File: src/rtl/cpu_types_pkg.sv
// Shared CPU cache types: instruction word, icache address view and frame layout.
// Latency: n/a (types and constants only).
// Backpressure: n/a.
package cpu_types_pkg;

  localparam int WORD_W = 32;
  localparam int IIDX_W = 4;
  localparam int IBYT_W = 2;
  localparam int ITAG_W = WORD_W - IIDX_W - IBYT_W;

  typedef logic [WORD_W-1:0] word_t;

  // Byte address viewed as tag / index / byte-offset for the icache.
  typedef struct packed {
    logic [ITAG_W-1:0] tag;
    logic [IIDX_W-1:0] idx;
    logic [IBYT_W-1:0] bytoff;
  } icachef_t;

  // One direct-mapped frame.
  typedef struct packed {
    logic              valid;
    logic [ITAG_W-1:0] tag;
    word_t             data;
  } icache_frame;

  typedef enum logic {
    IDLE  = 1'b0,
    FETCH = 1'b1
  } icache_state_t;

endpackage

File: src/rtl/icache_if.sv
// Icache bus bundles: datapath-side request/response and memory-side fill port.
// Latency: n/a (wiring only).
// Backpressure: memory side stalls fills through iwait; datapath side stalls on ihit=0.
//
// datapath_cache_if: imemREN/imemaddr from datapath, ihit/imemload back.
// caches_if        : iREN/iaddr from cache, iwait/iload back from memory.
interface datapath_cache_if;
  import cpu_types_pkg::*;

  logic  imemREN;
  word_t imemaddr;
  logic  ihit;
  word_t imemload;

  modport master (output imemREN, output imemaddr, input ihit, input imemload);
  modport slave  (input imemREN, input imemaddr, output ihit, output imemload);
endinterface

interface caches_if;
  import cpu_types_pkg::*;

  logic  iREN;
  word_t iaddr;
  logic  iwait;
  word_t iload;

  modport master (output iREN, output iaddr, input iwait, input iload);
  modport slave  (input iREN, input iaddr, output iwait, output iload);
endinterface

File: src/rtl/icache.sv
// Direct-mapped, one-word-per-frame instruction cache with a single fill FSM.
// Latency: hit is combinational (same cycle); miss costs at least 2 cycles.
// Backpressure: ihit stays low while a fill waits on iwait; the fill address is held.
//
// Ports: CLK, nRST (async active-low);
//        dcif (datapath_cache_if.slave): imemREN, imemaddr -> ihit, imemload
//        cif  (caches_if.master)       : iREN, iaddr      <- iwait, iload
import cpu_types_pkg::*;

module icache #(
  parameter int NSETS = 16
) (
  input  logic             CLK,
  input  logic             nRST,
  datapath_cache_if.slave  dcif,
  caches_if.master         cif
);

  localparam int IW = $clog2(NSETS);
  localparam int TW = WORD_W - IW - IBYT_W;

  // Frame storage as flops so reset can clear every frame at once.
  logic          r_valid [NSETS];
  logic [TW-1:0] r_tag   [NSETS];
  word_t         r_data  [NSETS];

  icache_state_t r_state;
  icache_state_t w_next;

  // Word address of the outstanding miss; byte offset is implicitly zero.
  logic [WORD_W-3:0] r_fill;

  logic [IW-1:0] w_idx;
  logic [TW-1:0] w_tag;
  logic [IW-1:0] w_fidx;
  logic [TW-1:0] w_ftag;
  logic          w_hit;
  logic          w_miss;
  logic          w_fill_we;

  assign w_idx  = dcif.imemaddr[IW+1:2];
  assign w_tag  = dcif.imemaddr[WORD_W-1:IW+2];
  assign w_fidx = r_fill[IW-1:0];
  assign w_ftag = r_fill[WORD_W-3:IW];

  assign w_hit  = dcif.imemREN && (r_state == IDLE) &&
                  r_valid[w_idx] && (r_tag[w_idx] == w_tag);
  assign w_miss = dcif.imemREN && (r_state == IDLE) && !w_hit;

  always_comb begin
    w_next        = r_state;
    w_fill_we     = 1'b0;
    dcif.ihit     = 1'b0;
    dcif.imemload = '0;
    cif.iREN      = 1'b0;
    cif.iaddr     = '0;
    case (r_state)
      IDLE: begin
        if (w_hit) begin
          dcif.ihit     = 1'b1;
          dcif.imemload = r_data[w_idx];
        end else if (w_miss) begin
          w_next = FETCH;
        end
      end
      FETCH: begin
        // Address changes on the datapath side are ignored until the fill lands.
        cif.iREN      = 1'b1;
        cif.iaddr     = {r_fill, 2'b00};
        dcif.imemload = cif.iload;
        if (!cif.iwait) begin
          w_fill_we = 1'b1;
          w_next    = IDLE;
        end
      end
      default: w_next = IDLE;
    endcase
  end

  always_ff @(posedge CLK or negedge nRST) begin
    if (!nRST) begin
      r_state <= IDLE;
    end else begin
      r_state <= w_next;
    end
  end

  always_ff @(posedge CLK or negedge nRST) begin
    if (!nRST) begin
      r_fill <= '0;
    end else if (w_miss) begin
      r_fill <= dcif.imemaddr[WORD_W-1:2];
    end
  end

  always_ff @(posedge CLK or negedge nRST) begin
    if (!nRST) begin
      for (int i = 0; i < NSETS; i++) begin
        r_valid[i] <= 1'b0;
        r_tag[i]   <= '0;
        r_data[i]  <= '0;
      end
    end else if (w_fill_we) begin
      r_valid[w_fidx] <= 1'b1;
      r_tag[w_fidx]   <= w_ftag;
      r_data[w_fidx]  <= cif.iload;
    end
  end

endmodule

File: src/flat_wrapper.sv
// flat-port wrapper written by rule: the top's interface ports become plain ports
module icache_flat 
#(
  parameter int NSETS = 16
)
  (CLK, nRST, dcif_imemREN, dcif_imemaddr, dcif_ihit, dcif_imemload, cif_iREN, cif_iaddr, cif_iwait, cif_iload);
  datapath_cache_if dcif_i ();
  caches_if cif_i ();
  input  logic CLK;
  input  logic nRST;
  input wire logic [$bits(dcif_i.imemREN)-1:0] dcif_imemREN;
  input wire logic [$bits(dcif_i.imemaddr)-1:0] dcif_imemaddr;
  output wire logic [$bits(dcif_i.ihit)-1:0] dcif_ihit;
  output wire logic [$bits(dcif_i.imemload)-1:0] dcif_imemload;
  output wire logic [$bits(cif_i.iREN)-1:0] cif_iREN;
  output wire logic [$bits(cif_i.iaddr)-1:0] cif_iaddr;
  input wire logic [$bits(cif_i.iwait)-1:0] cif_iwait;
  input wire logic [$bits(cif_i.iload)-1:0] cif_iload;
  assign dcif_i.imemREN = dcif_imemREN;
  assign dcif_i.imemaddr = dcif_imemaddr;
  assign dcif_ihit = dcif_i.ihit;
  assign dcif_imemload = dcif_i.imemload;
  assign cif_iREN = cif_i.iREN;
  assign cif_iaddr = cif_i.iaddr;
  assign cif_i.iwait = cif_iwait;
  assign cif_i.iload = cif_iload;
  icache #(.NSETS(NSETS)) u_core (.CLK(CLK), .nRST(nRST), .dcif(dcif_i), .cif(cif_i));
endmodule
File: config.mk
export PLATFORM = sky130hd
export DESIGN_NAME = icache_flat
export DESIGN_NICKNAME = d
export VERILOG_FILES = /design/src/rtl/cpu_types_pkg.sv /design/src/rtl/icache_if.sv /design/src/rtl/icache.sv /design/src/flat_wrapper.sv
export SDC_FILE = /design/constraint.sdc
export NUM_CORES = 1
export LEC_CHECK = 0
export BUFFER_PORTS_ARGS = -buffer_cell sky130_fd_sc_hd__buf_2
export CORE_UTILIZATION = 60
export CTS_BUF_LIST = sky130_fd_sc_hd__clkbuf_4
export DETAILED_ROUTE_END_ITERATION = 10
export PLACE_DENSITY = 0.87
export SETUP_SLACK_MARGIN = 0.15
export SYNTH_ARGS = -nofsm -noshare
export SYNTH_HDL_FRONTEND = slang
export SYNTH_SLANG_ARGS = --single-unit
File: constraint.sdc
create_clock -name CLK -period 4.1 [get_ports CLK]
set_clock_uncertainty 0.2 [all_clocks]
set_input_delay 0.41 -clock CLK [delete_from_list [all_inputs] [get_ports CLK]]
set_output_delay 0.41 -clock CLK [all_outputs]
set_load 0.01 [all_outputs]
==> run_results.csv, run 1 <==
group,metric,value,unit
worst_setup_path,worstReg2RegStart,"u_core.r_tag[147]$_DFFE_PN0P_",
timing,fmax,200.9,MHz
timing,post-route-min-period,4.977,ns
floorplan,io_pins,134,
logic_synthesis,yosys.area.top_type,"dfrtp_1",
logic_synthesis,synth_cell_type_count,49,
timing,tightestPinTransition,1.190,ns
min_path,worstHoldStart,"cif_iload[7]",
power_and_ir_drop,p_per_area,638.8,mW/mm^2
drt,antenna_left,0,
min_path,hold_end,"u_core.r_data[135]$_DFFE_PN0P_",
worst_setup_path,rrSetupSlack,0.43,ns
place,post_dp_cell_area,0.04667,mm^2
worst_setup_path,r2r-end,"u_core.r_fill[17]$_DFFE_PN0P_",
worst_setup_path,crit_arrival,4.37,ns
floorplan,die_area,0.07531,mm^2
drt,dr.pass1.iters,9,
logic_synthesis,synthCells,2758,
worst_setup_path,critPathKind,"register to output pin",
place,dp.cells,3711,
worst_setup_path,path_max_fanout,8,
clocking,clock_latency,1.12,ns
worst_setup_path,rr_worst_depth,12,
clocking,clock-root-buffer,"clkbuf_4",
logic_synthesis,syn-cell-area,0.04453,mm^2
timing,finalSetupViolations,33,
timing,rsz0062_at_grt,"yes",
power_and_ir_drop,leakagePower,23.55,nW
floorplan,core-area,0.07321,mm^2
drt,drt_iter0_drc,2241,
clocking,cts_tree,"built",
power_and_ir_drop,power,32.48,mW
cells_and_area,area_growth_syn_to_layout,14.18,%
power_and_ir_drop,ir_worst_vdd,0.3563,mV
global_route,grt_pass1_wl,174.8,mm
cells_and_area,nets,3160,
clocking,cts_buffers,240,
flow_run,maxCapViolCount,0,
drt,dr_total_vias,27006,
timing,max-slew-margin-rel,20.69,%
min_path,hp-class,"input pin to register",
floorplan,die_h,274.4,um
place,portBuffers,129,
logic_synthesis,synth_ff_type,"dfrtp_1",
logic_synthesis,ys_top_cells_by_area,"dfrtp_1 55%, mux2_2 24%, mux4_2 14%",
drt,wire_per_inst,26.74,um
logic_synthesis,ys_ff_latch,975,
drt,via_per_inst,6.392,
global_route,antenna_found_initial,3,
floorplan,die_w,274.4,um
place,globalplace.congestion,0.8048,
drt,routed_wl,113.0,mm
logic_synthesis,netlist.area_leader.share,54.79,%
timing,finalCritPeriodShare,121.4,%
run_status,violations,"DRC, setup timing",
cells_and_area,fin_area,0.05085,mm^2
cells_and_area,instances_no_fill,4225,
clocking,clk_pin_slew,0.07,ns
global_route,grt_max_degree,121,
min_path,whs_path_depth,3,
global_route,grt_usage,30.95,%
logic_synthesis,ys_seq_area_share,54.79,%
cells_and_area,final_common_cell,"dfrtp_1",
logic_synthesis,ys_warn_count,0,
timing,finalHoldViolCount,0,
worst_setup_path,critPathCaptureType,"output pin",
floorplan,start_util,60.83,%
clocking,clockBufferDepth,3,
floorplan,rows,99,
timing,setup_slack,-0.8772,ns
global_route,overflow,0,
clocking,htreeDepth,4,
global_route,grt_pass1_vias,29735,
logic_synthesis,async_flop_share,100.0,%
timing,maxSlewViolCount,0,
worst_setup_path,crit_path_start_kind,"register",
logic_synthesis,synth_edf_count,0,
drt,drc,14,
cells_and_area,most-common-layout-cells,"974 x dfrtp_1, 933 x mux2_2, 344 x clkbuf_4",
clocking,cts.sink_count,975,
place,hpwl,63.07,mm
worst_setup_path,cp.required,3.49,ns
cells_and_area,drive_gt1_share,58.25,%
logic_synthesis,synth_area_per_cell,16.15,um^2
run_status,status,"finished, violations left",
-- power breakdown --
part           switching (mW)  internal (mW)  total [mW]  leakage (nW)
registers                2.43           13.7        16.1          12.5
clock network            3.90           3.89        7.78          1.73
logic                    3.01           5.55        8.56          9.36
total                    9.34           23.1        32.5          23.6
-- per-layer routing --
metal | share of wire [%] | vias to the layer above | track usage (%) | wire length, um
met4 | 3.5 | 2 | 13.42 | 3951
li1 | - | 11042 | - | -
met2 | 50 | 1147 | 50.39 | 56860
met1 | 39 | 14553 | 40.42 | 44370
met3 | 6.9 | 262 | 6.656 | 7779
met5 | 0.0097 | - | 0 | 11
-- critical path, stage by stage (launching register included) --
cell	delay (ns)
dfrtp_1	0.39
mux4_2	0.47
mux4_2	0.50
xnor2_2	0.19
buf_4	0.14
and4_4	0.23
nand4_1	0.16
nor4b_4	0.34
nand3_4	0.12
buf_12	0.18
buf_12	0.13
buf_16	0.16
o21ai_2	0.12
buf_2	0.14
-- flip-flops by register name (all words and copies together), names as in the netlist --
register / count
u_core.r_data: 512
u_core.r_fill: 30
u_core.r_state: 1
u_core.r_tag: 416
u_core.r_valid: 16
-- per-stage QoR --
| stage | utilization, % | setup WS (ns) | TNS (ns) | hold slack [ns] |
|---|---|---|---|---|
| floorplan | - | 0.3913 | 0 | -0.08559 |
| global placement | 63.75 | -0.2636 | -3.914 | 0.2435 |
| detailed placement | 63.75 | -0.2742 | -4.898 | 0.2553 |
| CTS | 69.23 | -1.065 | -32.03 | 0.002448 |
| global route | 69.46 | -0.9904 | -28.99 | 0.1252 |
| finish | 69.46 | -0.8772 | -25.78 | 0.1084 |
-- how the worst max path moves through the flow --
| stage | start | endpoint | slack (ns) | cells past startpoint |
|---|---|---|---|---|
| 3_3_place_gp | dcif_imemaddr[2] | dcif_imemload[2] | -0.26 | 13 |
| 4_1_cts | u_core.r_tag[147]$_DFFE_PN0P_ | dcif_imemload[5] | -1.07 | 12 |
| 6_report | u_core.r_tag[147]$_DFFE_PN0P_ | dcif_imemload[12] | -0.88 | 13 |
| 2_1_floorplan | dcif_imemaddr[2] | dcif_imemload[21] | 0.39 | 11 |
| 3_5_place_dp | dcif_imemaddr[2] | dcif_imemload[2] | -0.27 | 13 |
| 5_1_grt | u_core.r_tag[17]$_DFFE_PN0P_ | dcif_imemload[0] | -0.99 | 13 |
-- cells by family (layout without fill, tap and decap cells) --
family                 after synthesis  in the layout  share of synthesized area [%]
flip-flops                         975            975                          54.79
multiplexers                      1271           1271                          39.26
XOR/XNOR                            29             29                         0.5704
buffers and inverters              279            782                          2.779
AND/OR/NAND/NOR                    140            140                          1.686
AO/OA/AOI/OAI                       63             63                         0.9047
other                                1              6                       0.008421
-- synthesized netlist by cell type (all sizes together), types with 2 or more instances --
| master | number |
|---|---|
| nand3 | 3 |
| xor2 | 15 |
| xnor2 | 14 |
| a221oi | 3 |
| a22o | 3 |
| dfrtp | 975 |
| a21oi | 7 |
| o21ai | 33 |
| clkbuf | 126 |
| nor3 | 2 |
| a21o | 2 |
| nor2 | 9 |
| nand2b | 12 |
| nand2 | 50 |
| nand4 | 5 |
| and2 | 29 |
| nor2b | 12 |
| o22ai | 2 |
| nor4 | 5 |
| or2 | 7 |
| mux2i | 35 |
| a311oi | 2 |
| buf | 117 |
| a211oi | 3 |
| and4 | 3 |
| mux2 | 962 |
| mux4 | 274 |
| inv | 36 |
-- area by class of cell --
| cell class | instances | area, um^2 |
|---|---|---|
| Antenna cell | 4 | 10.01 |
| Clock buffer | 344 | 2582 |
| Clock inverter | 68 | 324.1 |
| Fill cell | 4527 | 22360 |
| Inverter | 36 | 135.1 |
| Multi-Input combinational cell | 1505 | 19200 |
| Sequential cell | 975 | 24400 |
| Tap cell | 959 | 1200 |
| Timing Repair Buffer | 334 | 2999 |
-- what timing repair did --
| action | in CTS | in global routing |
|---|---|---|
| hold buffers | 92 | 0 |
| cloned | 2 | 1 |
| endpoints found under the hold margin | 1495 | 0 |
| pin swaps | 21 | 18 |
| setup buffers | 2 | 1 |
| setup endpoints to repair | 33 | 33 |
| resized for setup | 60 | 23 |
(Power assumes the default switching activity.)
==> run 2, diff against run 1 <==
--- a/config.mk
+++ b/config.mk
@@ -7,7 +7,6 @@
 export LEC_CHECK = 0
 export BUFFER_PORTS_ARGS = -buffer_cell sky130_fd_sc_hd__buf_2
 export CORE_UTILIZATION = 60
-export CTS_BUF_LIST = sky130_fd_sc_hd__clkbuf_4
 export DETAILED_ROUTE_END_ITERATION = 10
 export PLACE_DENSITY = 0.87
 export SETUP_SLACK_MARGIN = 0.15
==> run_results.csv, run 2 (synthesis results as in run 1) <==
group,metric,value,unit
global_route,overflow,0,
global_route,grt_pass1_wl,175.8,mm
global_route,grt_usage,31.24,%
worst_setup_path,cpMaxStageDelayCell,"mux4_2",
worst_setup_path,cp.required,3.49,ns
cells_and_area,final_common_cell,"dfrtp_1",
global_route,grt_pass1_vias,28659,
worst_setup_path,path_delay_family,"multiplexers",
clocking,clk_pin_slew,0.06,ns
worst_setup_path,cp_cell_sequence,"mux4_2 -> mux4_2 -> xnor2_2 -> buf_4 -> and4_4 -> nand4_1 -> nor4b_4 -> nand3_4 -> buf_12 -> buf_12 -> o21ai_2 -> buf_2",
drt,dr_total_vias,25854,
timing,tns,-13.88,ns
drt,routed_wl,113.6,mm
floorplan,die_h,274.4,um
power_and_ir_drop,leakagePower,23.27,nW
timing,holdWs,0.02526,ns
cells_and_area,most-common-layout-cells,"974 x dfrtp_1, 933 x mux2_2, 271 x mux4_2",
worst_setup_path,crit_arrival,3.99,ns
global_route,grt_max_degree,121,
run_status,status,"finished, violations left",
clocking,clock_latency,0.67,ns
timing,tightestPinTransition,1.196,ns
floorplan,die_area,0.07531,mm^2
min_path,hp-class,"input pin to register",
cells_and_area,drive_gt1_share,57.17,%
min_path,worstHoldStart,"cif_iload[26]",
worst_setup_path,max_stage_delay,0.51,ns
place,globalplace.congestion,0.8048,
cells_and_area,max_flop_register,"u_core.r_data",
worst_setup_path,crit_path_start_kind,"register",
flow_run,maxCapViolCount,0,
cells_and_area,reg.largest.list,"u_core.r_data x512, u_core.r_tag x416, u_core.r_fill x30",
timing,max-slew-margin-rel,20.25,%
cells_and_area,area_growth_syn_to_layout,13.91,%
timing,rsz0062_at_grt,"yes",
clocking,clock-root-buffer,"clkbuf_16",
place,dpl_worst_slack,-0.2742,ns
timing,finalCritPeriodShare,112.3,%
place,hpwl,63.07,mm
power_and_ir_drop,p_per_area,672.0,mW/mm^2
place,portBuffers,129,
drt,wire_per_inst,28.86,um
timing,finalSetupViolations,32,
worst_setup_path,worstReg2RegStart,"u_core.r_tag[17]$_DFFE_PN0P_",
clocking,cts_buffers,97,
power_and_ir_drop,ir_worst_vdd,0.4056,mV
floorplan,core-area,0.07321,mm^2
drt,dr.pass1.iters,8,
drt,antenna_left,0,
worst_setup_path,startpoint,"u_core.r_tag[17]$_DFFE_PN0P_",
worst_setup_path,critPathCaptureType,"output pin",
run_status,violations,"DRC, setup timing",
clocking,htreeDepth,3,
clocking,clockBufferDepth,3,
clocking,cts_tree,"built",
timing,fmax,217.3,MHz
timing,setup_slack,-0.5026,ns
timing,post-route-min-period,4.603,ns
cells_and_area,nets,2968,
cells_and_area,post-route-util,69.29,%
worst_setup_path,path_max_fanout,7,
timing,maxSlewViolCount,0,
drt,via_per_inst,6.569,
worst_setup_path,critPathKind,"register to output pin",
drt,drt_iter0_drc,2181,
floorplan,die_w,274.4,um
clocking,cts.sink_count,975,
drt,drc,7,
timing,finalHoldViolCount,0,
global_route,antenna_found_initial,4,
worst_setup_path,path_buf_inv,4,
cells_and_area,diodes,0,
floorplan,start_util,60.83,%
floorplan,io_pins,134,
cells_and_area,largest_reg_flops,512,
floorplan,rows,99,
## run 2: worst paths after layout
kind                                             endpoint  slack, ns  cells past startpoint
max                                     dcif_imemload[19]      -0.50                     12
min                        u_core.r_data[410]$_DFFE_PN0P_       0.03                      2
max reg2reg                 u_core.r_fill[26]$_DFFE_PN0P_       0.36                     12
min reg2reg                u_core.r_valid[12]$_DFFE_PN0P_       0.27                      1
max in group asynchronous  u_core.r_data[463]$_DFFE_PN0P_       2.33                      4
min in group asynchronous   u_core.r_tag[234]$_DFFE_PN0P_       0.19                      2
## run 2: worst register-to-register path: cells and delay by family (launching register included)
kind / cells / cell delay (ns)
AOI/OAI and AO/OA: 1 / 0.11
xor gates and xnor gates: 1 / 0.21
buffers and inverters: 4 / 0.64
DFF: 1 / 0.38
muxes: 3 / 1.30
and+or+nand+nor: 3 / 0.75
## run 2: layout make-up
| type | instances | area (um^2) |
|---|---|---|
| tap | 959 | 1200 |
| timing repair buffer | 285 | 2474 |
| inverter | 36 | 135.1 |
| clock inverter | 37 | 500.5 |
| sequential | 975 | 24400 |
| fill | 4408 | 22480 |
| clock buffer | 139 | 2839 |
| multi-input combinational | 1505 | 19180 |
## run 2: timing repair
action,4_1_cts,5_1_grt
cloned,2,0
endpoints found under the hold margin,132,0
pin swaps,25,4
setup buffers,7,7
hold buffers,33,0
gates resized for setup,66,11
endpoints found under the setup margin,33,33
## run 2: layer usage
metal / global-route usage (%) / up-vias / share of wire, %
li1: - / 10492 / -
met1: 40.37 / 14068 / 38
met2: 51.56 / 1031 / 51
met3: 6.384 / 257 / 6.7
met4: 13.54 / 6 / 3.8
met5: 0 / - / 0.026
## run 2: stage by stage
stage / std cells / power [mW] / instance area, um^2
floorplan: 2759 / 21.82 / 44540
global placement: 3711 / 23.48 / 46670
detailed placement: 3711 / 24.51 / 46670
CTS: 3929 / 34.06 / 50600
global route: 3936 / 35.55 / 50730
finish: 3936 / 34.09 / 50730
## run 2: where the power goes
group | internal (mW) | switching [mW]
clock network | 5.45 | 3.81
registers | 13.7 | 2.51
logic | 5.52 | 3.07
